`src/rtl/branch_predictor_pkg.sv`:
```
// Shared definitions for the fetch-side predictor and execute-side resolution.
package branch_predictor_pkg;
  localparam int IDX_BITS_DEF = 4;

  typedef enum logic [1:0] {
    SNT = 2'b00,
    WNT = 2'b01,
    WT  = 2'b10,
    ST  = 2'b11
  } ctr_e;
endpackage

```
`src/rtl/branch_predictor_sat_counter2.sv`:
```
// Two-bit saturating counter next-state: step toward taken or not-taken.
module sat_counter2
  import branch_predictor_pkg::*;
(
  input  logic [1:0] cnt,
  input  logic       up,
  output logic [1:0] nxt
);
  always_comb begin
    nxt = cnt;
    if (up) begin
      if (cnt != 2'(ST)) nxt = cnt + 2'd1;
    end else begin
      if (cnt != 2'(SNT)) nxt = cnt - 2'd1;
    end
  end
endmodule

```
`src/rtl/branch_predictor.sv`:
```
// Direct-mapped BTB with 2-bit counters; zero-latency predict, resolve/update at execute.
module branch_predictor
  import branch_predictor_pkg::*;
#(
  parameter int IDX_BITS = IDX_BITS_DEF
) (
  input  logic        clk,
  input  logic        rst,
  input  logic [31:0] if_pc,
  output logic        pred_taken,
  output logic [31:0] pred_target,
  input  logic        ex_valid,
  input  logic        ex_branch,
  input  logic        ex_cnd,
  input  logic [31:0] ex_pc,
  input  logic [31:0] ex_target,
  input  logic        ex_pred_taken,
  input  logic [31:0] ex_pred_target,
  output logic        mispredict,
  output logic [31:0] redirect_pc,
  output logic [31:0] br_count,
  output logic [31:0] mp_count
);
  localparam int DEPTH = 1 << IDX_BITS;
  localparam int TAG_W = 30 - IDX_BITS;

  logic [DEPTH-1:0]            vld;
  logic [DEPTH-1:0][TAG_W-1:0] tag;
  logic [DEPTH-1:0][31:0]      tgt;
  logic [DEPTH-1:0][1:0]       ctr, ctr_nxt;
  logic [31:0]                 br_q, mp_q;

  logic [IDX_BITS-1:0] f_idx, e_idx;
  logic [TAG_W-1:0]    f_tag, e_tag;
  logic                f_hit, e_hit, upd, inv;
  logic                unused;

  assign f_idx  = if_pc[IDX_BITS+1:2];
  assign f_tag  = if_pc[31:IDX_BITS+2];
  assign e_idx  = ex_pc[IDX_BITS+1:2];
  assign e_tag  = ex_pc[31:IDX_BITS+2];
  assign unused = ^{if_pc[1:0], ex_pc[1:0]};

  // Fetch reads only registered state, so a same-cycle update is not bypassed.
  assign f_hit       = vld[f_idx] && (tag[f_idx] == f_tag);
  assign pred_taken  = f_hit && ctr[f_idx][1];
  assign pred_target = pred_taken ? tgt[f_idx] : if_pc + 32'd4;

  assign e_hit = vld[e_idx] && (tag[e_idx] == e_tag);
  assign upd   = ex_valid && ex_branch;
  assign inv   = ex_valid && !ex_branch && ex_pred_taken;

  assign mispredict  = ex_valid &&
                       ((ex_branch && (ex_cnd != ex_pred_taken ||
                                       (ex_cnd && ex_pred_target != ex_target))) ||
                        (!ex_branch && ex_pred_taken));
  assign redirect_pc = (ex_branch && ex_cnd) ? ex_target : ex_pc + 32'd4;
  assign br_count    = br_q;
  assign mp_count    = mp_q;

  for (genvar g = 0; g < DEPTH; g++) begin : g_ctr
    sat_counter2 u_ctr (.cnt(ctr[g]), .up(ex_cnd), .nxt(ctr_nxt[g]));
  end

  always_ff @(posedge clk) begin
    if (rst) begin
      vld  <= '0;
      ctr  <= {DEPTH{2'(WNT)}};
      br_q <= '0;
      mp_q <= '0;
    end else begin
      if (upd) begin
        br_q <= br_q + 32'd1;
        if (e_hit) begin
          ctr[e_idx] <= ctr_nxt[e_idx];
          if (ex_cnd) tgt[e_idx] <= ex_target;
        end else begin
          vld[e_idx] <= 1'b1;
          tag[e_idx] <= e_tag;
          tgt[e_idx] <= ex_target;
          ctr[e_idx] <= ex_cnd ? 2'(WT) : 2'(WNT);
        end
      end else if (inv && e_hit) begin
        vld[e_idx] <= 1'b0;
      end
      if (mispredict) mp_q <= mp_q + 32'd1;
    end
  end
endmodule

```
`config.mk`:
```
export PLATFORM = sky130hd
export DESIGN_NAME = branch_predictor
export DESIGN_NICKNAME = d
export VERILOG_FILES = /design/src/rtl/branch_predictor_pkg.sv /design/src/rtl/branch_predictor_sat_counter2.sv /design/src/rtl/branch_predictor.sv
export SDC_FILE = /design/constraint.sdc
export NUM_CORES = 2
export LEC_CHECK = 0
export CORE_ASPECT_RATIO = 1.25
export CORE_MARGIN = 1.5
export CORE_UTILIZATION = 30
export DETAILED_ROUTE_END_ITERATION = 7
export PLACE_DENSITY = 0.55
export SKIP_LAST_GASP = 1
export SYNTH_ARGS = -nofsm -noshare
export SYNTH_HDL_FRONTEND = slang
export SYNTH_HIERARCHICAL = 1
export SYNTH_SLANG_ARGS = --single-unit
```
`constraint.sdc`:
```
create_clock -name clk -period 14.7 [get_ports clk]
set_clock_uncertainty 0.1 [all_clocks]
set_input_delay 4.41 -clock clk [delete_from_list [all_inputs] [get_ports clk]]
set_output_delay 4.41 -clock clk [all_outputs]
set_load 0.02 [all_outputs]
```
==> out/qor.csv <==
stage,metric,value,unit
route,Remaining DRCs,0,
sta,WHS,0.390,ns
place,Port Buffers,263,
setup_path,endpoint of the worst-slack reg-to-reg timing path,tgt[299],
place,placed wire-length estimate after detailed placement,96.0,mm
logic_synthesis,count of synthesis-stage warnings from yosys,6,
place,"worst slack, placed",0.991,ns
logic_synthesis,portion of the post-synthesis area used by sequential elements,63.7,%
setup_path,longest individual stage delay on the worst path,0.64,ns
floorplanning,I/O pin count,264,
logic_synthesis,leading cell types by total area after synthesis,"sky130_fd_sc_hd__edfxtp_1, sky130_fd_sc_hd__mux4_2, sky130_fd_sc_hd__dfxtp_1",
floorplanning,initial standard-cell utilization of the core,30.2,%
sta,post-route minimum period,13.83,ns
setup_path,crit-path cells,buf_6 > buf_4 > nand3_1 > nor2_1 > nand2b_1 > or2_2 > nor2_1 > nand4_1 > nor2_1 > xor2_1 > mux2_1 > clkdlybuf4s50_1,
layout,area overhead of the layout relative to synthesis,18.3,%
global_routing,number of global-route vias before repair,28100,
setup_path,worst endpoint data arrival time,9.32,ns
clock_tree,"Gates resized, CTS repair",0,
sta,post-route setup slack,0.875,ns
setup_path,startpoint of the worst-slack reg-to-reg timing path,tag[14],
clock_tree,number of buffers on the longest clock path,3,
floorplanning,Die Footprint,0.160,mm²
worst_hold_path,Cells on Worst Hold Path,2,
logic_synthesis,synthesized net count,2971,
sta,setup_tns,0,ns
logic_synthesis,Synth Cell Area,0.0473,mm²
logic_synthesis,Async SR Flop Fraction,0,%
worst_hold_path,Hold Path Class,reg -> reg,
logic_synthesis,area fraction of the dominant cell type after synthesis,59.0,%
power_and_ir_drop,largest vdd supply drop,0.0983,mV
clock_tree,depth of the CTS H-tree,3,
setup_path,number of cells traversed by the worst register-to-register path,10,
setup_path,type of the setup path with the least slack,in -> out,
sta,unrepaired setup endpoints after global routing,false,
floorplanning,die width,358,µm
floorplanning,floorplan core area,0.156,mm²
sta,fmax,72.3,MHz
clock_tree,TritonCTS clock tree,yes,
sta,Setup-failing EPs final,0,
sta,headroom to the max-slew limit,24.3,%
setup_path,Crit. End Element,output pin,
place,placed instance area,0.0527,mm²
clock_tree,hold_buf cts,0,
clock_tree,master cell of the clock root buffer,sky130_fd_sc_hd__clkbuf_16,
worst_hold_path,hold path startpoint,br_count[1],
run_status,run status,finished clean,
global_routing,global-route usage over all layers,18.8,%
setup_path,Crit path top cell by count,sky130_fd_sc_hd__nor2_1,
sta,Slew Limit Fails,0,
power_and_ir_drop,power after layout,6.37,mW
global_routing,grt ovf,0,
floorplanning,die height,447,µm
logic_synthesis,number of synthesized register bits,1040,
layout,finished layout cell area,0.0559,mm²
floorplanning,Placement Rows,162,
logic_synthesis,number of unique standard cell types used by synthesis,61,
place,Post-Place Cells,5073,
route,number of nets still failing antenna checks after routing,0,
sta,slew of the pin with the lowest slew margin,1.11,ns
power_and_ir_drop,power per cell area,114,mW/mm²
layout,Util after Layout,35.8,%
clock_tree,clock input transition at the sequential cells of the worst setup and hold paths,0.06,ns
setup_path,slack of the worst reg-to-reg path,10.12,ns
setup_path,slowest cell on the critical path,sky130_fd_sc_hd__xor2_1,
worst_hold_path,hold endpoint,br_count[1],
place,Routability Congestion,0.860,
setup_path,Critical Path RT,10.19,ns
power_and_ir_drop,leak pwr,17.5,nW
route,post-DR vias/cell,5.36,
route,average wire per standard cell,28.9,µm
global_routing,global-route wire length before repair,213,mm
global_routing,antenna violations before repair,10,
route,DRC violation total after the first TritonRoute iteration,2965,
logic_synthesis,leading area contributor after synthesis,sky130_fd_sc_hd__edfxtp_1,
setup_path,maximum fanout encountered on the critical timing path,58,
global_routing,largest net degree at the start of global routing,122,
layout,Layout Cells excl Fill,5261,
layout,Post-layout nets,3266,
sta,share of the clock period used by the worst path,94.1,%
route,first drt pass iteration count,5,
route,via count,28200,
clock_tree,clk_lat worst skew,0.74,ns
logic_synthesis,Cells after Synth,2830,
route,final routed wirelength across all metal layers,152,mm
logic_synthesis,"Top FF cell, synth",sky130_fd_sc_hd__edfxtp_1,
clock_tree,TritonCTS Buffers,100,
clock_tree,sinks on the clock net,1040,
clock_tree,Setup Buffers After CTS,0,
layout,fraction of layout cells with a size suffix above 1,22.2,%
sta,hold violation count in the final report,0,
flow_run,Max-Cap Viols,0,
logic_synthesis,Post-Synthesis Mean Instance Area,16.7,µm²
setup_path,startpoint kind of the worst setup timing path,primary input,
logic_synthesis,number of enable flip-flop cells after synthesis,928,
==> cells in the final DEF, fill, tap and decap left out, types with 9 or more instances in the layout <==
| cell type | n |
|---|---|
| sky130_fd_sc_hd__a221oi_1 | 10 |
| sky130_fd_sc_hd__a22oi_1 | 9 |
| sky130_fd_sc_hd__nand3_1 | 82 |
| sky130_fd_sc_hd__mux2i_1 | 97 |
| sky130_fd_sc_hd__clkbuf_1 | 19 |
| sky130_fd_sc_hd__mux4_2 | 366 |
| sky130_fd_sc_hd__and3_1 | 24 |
| sky130_fd_sc_hd__o21ai_0 | 75 |
| sky130_fd_sc_hd__nor2b_1 | 26 |
| sky130_fd_sc_hd__clkbuf_16 | 102 |
| sky130_fd_sc_hd__mux2_1 | 29 |
| sky130_fd_sc_hd__a211oi_1 | 54 |
| sky130_fd_sc_hd__edfxtp_1 | 928 |
| sky130_fd_sc_hd__a21oi_1 | 52 |
| sky130_fd_sc_hd__nor2_1 | 143 |
| sky130_fd_sc_hd__dfxtp_1 | 112 |
| sky130_fd_sc_hd__inv_1 | 39 |
| sky130_fd_sc_hd__clkinv_1 | 22 |
| sky130_fd_sc_hd__nor2_4 | 32 |
| sky130_fd_sc_hd__clkinv_2 | 23 |
| sky130_fd_sc_hd__nand4_1 | 35 |
| sky130_fd_sc_hd__nor3_1 | 51 |
| sky130_fd_sc_hd__xor2_1 | 96 |
| sky130_fd_sc_hd__xnor2_1 | 101 |
| sky130_fd_sc_hd__clkdlybuf4s50_1 | 253 |
| sky130_fd_sc_hd__buf_4 | 104 |
| sky130_fd_sc_hd__or3_1 | 11 |
| sky130_fd_sc_hd__nor4_1 | 12 |
| sky130_fd_sc_hd__nand2_1 | 151 |
| sky130_fd_sc_hd__maj3_2 | 32 |
==> layer usage <==
metal,global-route usage (%),wire length [µm],vias to the layer above
met2,31.5,74700,1117
met3,2.94,10300,199
met5,0,64,-
li1,-,-,11900
met4,5.39,4030,12
met1,25.0,63100,15000
==> worst max-delay path by stage <==
stage | startpoint | endpoint | slack, ns
finish | if_pc[4] | pred_target[25] | 0.87
global route | if_pc[4] | pred_target[27] | 0.80
CTS | if_pc[4] | pred_target[25] | 0.98
detailed placement | if_pc[4] | pred_target[27] | 0.99
global placement | if_pc[4] | pred_target[25] | 0.96
floorplan | if_pc[2] | pred_taken | 2.38
==> sequential cells by signal, summed over array words and instances (netlist names), named ones only <==
name,cells
tag,416
mp_count,32
ctr,32
br_count,32
tgt,512
==> worst max-delay path: cells and delay by family <==
| family | cells | cell delay [ns] |
|---|---|---|
| XOR/XNOR | 1 | 0.64 |
| multiplexers | 1 | 0.25 |
| AND/OR/NAND/NOR | 7 | 2.19 |
| buffers and inverters | 3 | 1.72 |
==> power by group <==
group          internal (mW)  switching (mW)
clock network           1.40            1.16
logic                  0.230           0.339
registers               3.24         0.00789
total                   4.87            1.51
==> logic make-up (layout without fill, tap and decap cells) <==
group / Yosys count / in the layout / synth area share [%]
compound gates: 238 / 238 / 3.21
xor+xnor: 197 / 197 / 3.65
fa+ha+maj: 39 / 39 / 0.948
buf+inv: 215 / 594 / 2.11
flops: 1040 / 1040 / 63.7
mux: 500 / 500 / 20.4
other cells: 0 / 2 / 0
simple gates: 601 / 601 / 6.01
==> synthesized netlist by cell type, drive strengths merged, types with 5 or more instances <==
cell type  instances
edfxtp           928
o211ai             6
buf               95
nor2             175
xor2              96
a221oi            10
nand4             36
nand3             82
ha                 7
or3               11
a211oi            54
and4               8
nor2b             26
xnor2            101
inv               39
nand2            151
dfxtp            112
a22oi              9
o21ai             76
nor4              14
a22o               8
mux2              36
and3              24
nor3              51
maj3              32
mux2i             98
and2               5
a21oi             52
mux4             366
clkbuf            81
==> cell type report <==
type | count | area (µm²)
Clock buffer | 124 | 2670
Timing Repair Buffer | 369 | 3490
Antenna cell | 2 | 5.00
Sequential cell | 1040 | 30100
Tap cell | 2050 | 2560
Clock inverter | 62 | 544
Multi-Input combinational cell | 1575 | 16400
Fill cell | 14700 | 100000
Inverter | 39 | 146
Note: power is estimated with default switching activity, not from simulation.
